--- config.mk ---
export PLATFORM = sky130hd
export DESIGN_NAME = ro_sequencer
export DESIGN_NICKNAME = d
export VERILOG_FILES = /design/src/rtl/ro_trng_pkg.sv /design/src/rtl/ro_next_sel.sv /design/src/rtl/ro_sequencer.sv
export SDC_FILE = /design/constraint.sdc
export NUM_CORES = 1
export LEC_CHECK = 0
export CORE_MARGIN = 1
export CORE_UTILIZATION = 55
export CTS_BUF_LIST = sky130_fd_sc_hd__clkbuf_8
export CTS_CLUSTER_SIZE = 8
export DETAILED_ROUTE_END_ITERATION = 6
export PLACE_DENSITY = 0.79
export RECOVER_POWER = 100
export SYNTH_ARGS = -nofsm -noshare
export SYNTH_HDL_FRONTEND = slang
export SYNTH_SLANG_ARGS = --single-unit
--- constraint.sdc ---
create_clock -name clk_i -period 7.1 [get_ports clk_i]
set_input_delay 1.065 -clock clk_i [delete_from_list [all_inputs] [get_ports clk_i]]
set_output_delay 1.065 -clock clk_i [all_outputs]
set_load 0.01 [all_outputs]
--- src/rtl/ro_trng_pkg.sv ---
// Shared types and helpers for the RO-TRNG oscillator sequencer.
package ro_trng_pkg;

  localparam int unsigned MaxRo   = 64;
  localparam int unsigned MaxSelW = 6;

  typedef enum logic [1:0] {
    StIdle   = 2'd0,
    StSettle = 2'd1,
    StDwell  = 2'd2,
    StSwitch = 2'd3
  } ro_state_e;

  typedef enum logic [1:0] {
    ModeScan  = 2'd0,
    ModeFixed = 2'd1,
    ModeMask  = 2'd2
  } ro_mode_e;

  // Reserved encoding 3 behaves as scan.
  function automatic ro_mode_e norm_mode(input logic [1:0] m);
    return (m == 2'd3) ? ModeScan : ro_mode_e'(m);
  endfunction

  function automatic logic [MaxRo-1:0] onehot_low(input logic [MaxSelW-1:0] idx);
    logic [MaxRo-1:0] v;
    v      = '1;
    v[idx] = 1'b0;
    return v;
  endfunction

endpackage

--- src/rtl/ro_next_sel.sv ---
// Circular next-set-bit finder: first set mask bit strictly after cur, wrapping to cur itself.
module ro_next_sel #(
  parameter int unsigned NUM_RO = 32,
  parameter int unsigned SEL_W  = $clog2(NUM_RO)
) (
  input  logic [NUM_RO-1:0] mask_i,
  input  logic [SEL_W-1:0]  cur_i,
  output logic [SEL_W-1:0]  next_o,
  output logic              found_o
);

  logic [SEL_W:0] cand;

  always_comb begin
    next_o  = cur_i;
    found_o = |mask_i;
    cand    = '0;
    // Walk from the farthest offset down so the nearest set bit wins.
    for (int k = int'(NUM_RO); k >= 1; k--) begin
      cand = {1'b0, cur_i} + (SEL_W + 1)'(k);
      if (cand >= (SEL_W + 1)'(NUM_RO)) begin
        cand = cand - (SEL_W + 1)'(NUM_RO);
      end
      if (mask_i[cand[SEL_W-1:0]]) begin
        next_o = cand[SEL_W-1:0];
      end
    end
  end

endmodule

--- src/rtl/ro_sequencer.sv ---
// Ring-oscillator sequencer: walks a one-hot active-low enable bus through settle and dwell
// windows, strobing the sampler at the end of each dwell.
module ro_sequencer
  import ro_trng_pkg::*;
#(
  parameter int unsigned NUM_RO     = 32,
  parameter int unsigned SEL_W      = $clog2(NUM_RO),
  parameter int unsigned DWELL_W    = 8,
  parameter int unsigned SETTLE_CYC = 4
) (
  input  logic               clk_i,
  input  logic               rst_ni,
  input  logic               ro_enable_i,
  input  logic [1:0]         mode_i,
  input  logic [SEL_W-1:0]   fixed_sel_i,
  input  logic [NUM_RO-1:0]  mask_i,
  input  logic [DWELL_W-1:0] dwell_i,
  output logic [NUM_RO-1:0]  enable_o,
  output logic [SEL_W-1:0]   ctrl_o,
  output logic               sample_valid_o,
  output logic [SEL_W-1:0]   sample_idx_o,
  output logic               wrap_o,
  output logic               busy_o,
  output logic               cfg_err_o
);

  localparam int unsigned SettleW = $clog2(SETTLE_CYC + 1);
  localparam int unsigned CntW    = (DWELL_W > SettleW) ? DWELL_W : SettleW;
  localparam logic [CntW-1:0] SettleLast = CntW'(SETTLE_CYC - 1);

  ro_state_e           state_q, state_d;
  logic [CntW-1:0]     cnt_q, cnt_d;
  logic [SEL_W-1:0]    ctrl_q, ctrl_d;
  logic [NUM_RO-1:0]   enable_q, enable_d;
  ro_mode_e            mode_q, mode_d;
  logic [DWELL_W-1:0]  dwell_q, dwell_d;
  logic [SEL_W-1:0]    fixed_sel_q, fixed_sel_d;
  logic [NUM_RO-1:0]   mask_q, mask_d;
  logic                cfg_err_q;

  ro_mode_e            live_mode;
  logic                live_illegal;
  logic                cfg_illegal;
  logic [NUM_RO-1:0]   find_mask;
  logic [SEL_W-1:0]    next_idx;
  logic                next_found;
  logic [DWELL_W-1:0]  dwell_m1;
  logic                dwell_last;
  logic                capture;
  logic                wrap;

  assign live_mode    = norm_mode(mode_i);
  assign live_illegal = ((live_mode == ModeMask) && (mask_i == '0)) ||
                        (32'(fixed_sel_i) >= NUM_RO);
  assign dwell_m1     = (dwell_q == '0) ? '0 : dwell_q - DWELL_W'(1);

  // In IDLE the finder resolves the masked start index from live inputs; in SWITCH it
  // steps through the captured configuration. Scan uses an all-ones mask.
  always_comb begin
    find_mask = '1;
    if (state_q == StIdle) begin
      if (live_mode == ModeMask) find_mask = mask_i;
    end else if (mode_q == ModeMask) begin
      find_mask = mask_q;
    end
  end

  ro_next_sel #(
    .NUM_RO (NUM_RO),
    .SEL_W  (SEL_W)
  ) u_next_sel (
    .mask_i  (find_mask),
    .cur_i   (ctrl_q),
    .next_o  (next_idx),
    .found_o (next_found)
  );

  assign cfg_illegal = !next_found || (32'(fixed_sel_q) >= NUM_RO);

  always_comb begin
    state_d     = state_q;
    cnt_d       = cnt_q;
    ctrl_d      = ctrl_q;
    mode_d      = mode_q;
    dwell_d     = dwell_q;
    fixed_sel_d = fixed_sel_q;
    mask_d      = mask_q;
    capture     = 1'b0;
    wrap        = 1'b0;
    dwell_last  = (state_q == StDwell) && (cnt_q == CntW'(dwell_m1));

    if (!ro_enable_i) begin
      state_d = StIdle;
      cnt_d   = '0;
    end else begin
      unique case (state_q)
        StIdle: begin
          if (!live_illegal) begin
            state_d = StSettle;
            cnt_d   = '0;
            capture = 1'b1;
            case (live_mode)
              ModeFixed: ctrl_d = fixed_sel_i;
              ModeMask:  ctrl_d = mask_i[ctrl_q] ? ctrl_q : next_idx;
              default:   ctrl_d = ctrl_q;
            endcase
          end
        end
        StSettle: begin
          if (cnt_q == SettleLast) begin
            state_d = StDwell;
            cnt_d   = '0;
          end else begin
            cnt_d = cnt_q + CntW'(1);
          end
        end
        StDwell: begin
          if (dwell_last) begin
            capture = 1'b1;
            cnt_d   = '0;
            // Same fixed index again: keep the RO running rather than break it.
            if ((live_mode == ModeFixed) && (fixed_sel_i == ctrl_q)) begin
              state_d = StDwell;
            end else begin
              state_d = StSwitch;
            end
          end else begin
            cnt_d = cnt_q + CntW'(1);
          end
        end
        StSwitch: begin
          cnt_d = '0;
          if (cfg_illegal) begin
            state_d = StIdle;
          end else begin
            state_d = StSettle;
            ctrl_d  = (mode_q == ModeFixed) ? fixed_sel_q : next_idx;
            wrap    = (mode_q != ModeFixed) && (next_idx <= ctrl_q);
          end
        end
        default: state_d = StIdle;
      endcase
    end

    if (capture) begin
      mode_d      = live_mode;
      dwell_d     = dwell_i;
      fixed_sel_d = fixed_sel_i;
      mask_d      = mask_i;
    end

    enable_d = '1;
    if ((state_d == StSettle) || (state_d == StDwell)) begin
      enable_d = NUM_RO'(onehot_low(MaxSelW'(ctrl_d)));
    end
  end

  always_ff @(posedge clk_i or negedge rst_ni) begin
    if (!rst_ni) begin
      state_q     <= StIdle;
      cnt_q       <= '0;
      ctrl_q      <= '0;
      enable_q    <= '1;
      mode_q      <= ModeScan;
      dwell_q     <= '0;
      fixed_sel_q <= '0;
      mask_q      <= '0;
      cfg_err_q   <= 1'b0;
    end else begin
      state_q     <= state_d;
      cnt_q       <= cnt_d;
      ctrl_q      <= ctrl_d;
      enable_q    <= enable_d;
      mode_q      <= mode_d;
      dwell_q     <= dwell_d;
      fixed_sel_q <= fixed_sel_d;
      mask_q      <= mask_d;
      cfg_err_q   <= live_illegal;
    end
  end

  assign enable_o       = enable_q;
  assign ctrl_o         = ctrl_q;
  assign sample_valid_o = dwell_last;
  assign sample_idx_o   = dwell_last ? ctrl_q : '0;
  assign wrap_o         = wrap;
  assign busy_o         = (state_q != StIdle);
  assign cfg_err_o      = cfg_err_q;

endmodule
==> impl_metrics.toml <==
[drt]
first_pass_iters = 6
drtIter0Drc = 1858
routedLengthMet1_um = 17400
top_layer = "met5"
vias = 13200
wl_met2_um = 21100
via_per_inst = 6.95
wl_met3_um = 5500
drt-total-wl_um = 47400
drcViolationCount = 0
ant_nets = 0
routedWlPerCell_um = 24.9

[floorplanning]
io_pins = 96
die_h_um = 147
core_area_mm2 = 0.0204
dieWidth_um = 147
initial_core_util_pct = 56.7
rows = 52
dieArea_mm2 = 0.0216

[critical_path]
cp.required_ps = 6030
worstRegToRegCells = 19
start_kind = "input pin"
reg2reg_slack_ps = 750
reg2reg_from = "state_q[0]"
worst_setup_path_end_kind = "output pin"
r2r_end = "enable_o[19]"
crit_fanout = 11
worstSetupPathType = "in2out"
arrival_ps = 6540

[clock_tree]
htree_num_levels = 3
cts_tree = "yes"
cts_made_buffers = 9
clk_latency_ps = 400
cts.sinks = 95
clockBufferDepth = 2
path_clk_slew_ps = 90
root_buffer = "clkbuf_8"

[layout]
final_area_mm2 = 0.0153
final_core_util_pct = 75.0
syn2layout_area_growth_pct = 32.3
n_antenna_cell = 0
fill_cells = 1437
fin_nets = 1703
drive_gt1_share_pct = 35.5

[synth]
netlist.area_leader.share_pct = 13.6
synthTopCellsByArea = "dfrtp_1 (14%), mux4_2 (13%), dfstp_2 (7.3%), mux2_2 (6.9%), mux2i_1 (4.8%)"
synth_area_mm2 = 0.0116
syn_nets = 1372
ys_seq_area_share_pct = 20.9
synthFlopType = "dfrtp_1"
synth.largest_area_cell = "dfrtp_1"
syn_inst = 1295
synth_edf_count = 0
syn_area_per_cell_um2 = 8.94
async_flop_share_pct = 100
ys_seq_elements = 95
synth_warnings = 0
ys_types = 89

[pwr]
peakVddDrop_v = 0.000259
p_per_area_mw_per_mm2 = 510
p_leak_nw = 6.19

[sta]
holdWs_ps = 516
skew_ps = 16.8
fmax_mhz = 132
relSlewSlack_pct = -99.0
period_needed_ps = 7600
final_max_slew_viol_count = 146
hold_viol_final = 0
timing.final.crit_share_pct = 107
worstMarginPinSlew_ps = 2980
finalSetupViolCount = 1
setup_ws_ps = -501
rsz0062_at_grt = "yes"

[place]
portBuffers = 95
gp_congestion = 1.12
dp_hpwl_um = 34800
postPlaceCellArea_mm2 = 0.0148
pre_cts_slack_ps = -1170

[grt]
grt_overflow_total = 0
antenna_found_initial = 1
grt_max_degree = 57
grt_pass1_wl_um = 71800
grt_pass1_vias = 12700
track_usage_pct = 43.2

[outcome]
violations = "max-capacitance violations, max-slew violations, negative setup slack"
status = "finished, violations left"

[hold_path]
hold_end = "mask_q[25]"
hold_path.class = "reg2reg"
whs_path_depth = 1
worstHoldStart = "mask_q[25]"

[job]
maxCapViolCount = 3
worst max-delay path by stage:
stage / start / endpoint / slack (ps) / depth (start not counted)
3_3_place_gp: mode_i[0] / wrap_o / -980 / 27
4_1_cts: mode_i[0] / wrap_o / -210 / 27
3_5_place_dp: mode_i[0] / wrap_o / -1170 / 26
2_1_floorplan: ctrl_o[1] / wrap_o / 40 / 25
5_1_grt: mode_i[0] / wrap_o / -630 / 27
6_report: mode_i[0] / wrap_o / -500 / 27
critical path: stages:
cell and delay, ps:
dlygate4sd2_1 260, inv_2 80, ha_4 160, buf_12 130, buf_16 130, nor2b_1 150, mux4_2 340, mux2i_2 120
mux4_2 520, mux2_4 290, a211o_1 310, or3_4 340, or4_4 480, a311oi_2 260, buf_4 170, nor2_4 50
nor3_2 110, o21ai_1 80, ha_1 300, nor2b_1 140, o21a_1 190, o21ai_1 190, nand2b_1 110, a21oi_2 140
a31oi_1 50, nor3b_1 200, buf_2 170
what timing repair did:
item / in CTS / in global routing
gates cloned: 2 / 0
pin swaps: 5 / 7
resized for setup: 45 / 35
hold buffers: 0 / 0
endpoints found under the setup margin: 1 / 1
setup buffers: 5 / 7
where the power goes:
| part | switching, mW | total, mW | internal (mW) |
|---|---|---|---|
| registers | 0.0641 | 0.677 | 0.613 |
| clock network | 0.216 | 0.382 | 0.166 |
| logic | 3.71 | 6.76 | 3.05 |
cell usage in the layout (no fill, tap or decap), types with 9 or more instances in the layout:
cell type / n
mux2i_1: 52
dfstp_2: 32
dfrtp_1: 61
nand2_1: 100
and3_1: 9
nor2_1: 74
and2_1: 14
and3b_1: 10
dlygate4sd3_1: 40
nor3_1: 30
xor2_1: 17
a21oi_1: 50
mux2_2: 69
xnor2_1: 47
o22ai_1: 18
inv_1: 28
or2_2: 12
a211oi_1: 13
nor4b_1: 15
clkdlybuf4s50_1: 51
nor4_1: 25
buf_4: 304
clkbuf_8: 9
nand2b_1: 16
o21ai_0: 65
a211o_1: 9
nand4_1: 31
o2111ai_1: 10
nor3b_1: 37
nand3_1: 40
ha_1: 25
nor2b_2: 11
o211ai_1: 15
a22oi_1: 9
mux4_2: 69
nor2b_1: 21
nor2b_4: 10
final cells by class:
cell class | instances | area, µm² | share of cell area, %
clock inverter | 7 | 77.6 | 0.506
sequential | 95 | 2420 | 15.8
timing repair buffer | 414 | 3440 | 22.4
tap | 270 | 338 | 2.20
multi-input combinational | 1073 | 8800 | 57.4
inverter | 33 | 125 | 0.817
clock buffer | 9 | 124 | 0.808
kinds of logic after synthesis:
kind of cell             count (synthesis)  share of synthesized area [%]
AND/OR/NAND/NOR                        496                           23.7
AO/OA/AOI/OAI                          288                           17.0
multiplexers                           198                           25.6
buffers and inverters                  127                           5.12
flip-flops                              95                           20.9
XOR/XNOR                                64                           4.84
adder cells (fa/ha/maj)                 27                           2.92
metal layers:
metal | GRT usage (%) | up-vias
met5 | 0 | -
met4 | 24.8 | 2
met3 | 8.88 | 282
met2 | 67.9 | 1033
met1 | 55.3 | 6258
li1 | - | 5634
cells in the mapped netlist, drive strengths merged, types with 5 or more instances:
master / count
a211o: 9
a211oi: 13
a21boi: 8
a21oi: 52
a221oi: 5
a22oi: 9
a311oi: 5
a31oi: 8
and2: 16
and3: 9
and3b: 15
buf: 41
clkbuf: 53
dfrtp: 63
dfstp: 32
ha: 27
inv: 31
mux2: 72
mux2i: 57
mux4: 69
nand2: 100
nand2b: 16
nand3: 40
nand4: 32
nor2: 76
nor2b: 42
nor3: 33
nor3b: 37
nor4: 29
nor4b: 16
o2111a: 5
o2111ai: 10
o211ai: 16
o21a: 8
o21ai: 75
o22ai: 20
or2: 13
or4: 8
xnor2: 47
xor2: 17
stage by stage:
stage / power (mW) / setup TNS [ps] / cells
after floorplan: 4.00 / 0 / 1295
after global placement: 6.92 / -977 / 1871
after detailed placement: 6.97 / -1170 / 1871
after CTS: 7.46 / -209 / 1894
after global routing: 8.14 / -634 / 1901
final: 7.82 / -501 / 1901
state kept, by name (all words and copies together) (netlist names):
register / flops
enable_o: 32
mask_q: 32
cnt_q: 8
dwell_q: 8
ctrl_o: 5
fixed_sel_q: 5
mode_q: 2
state_q: 2
cfg_err_o: 1
No activity file was read; power rests on OpenSTA's default activity.
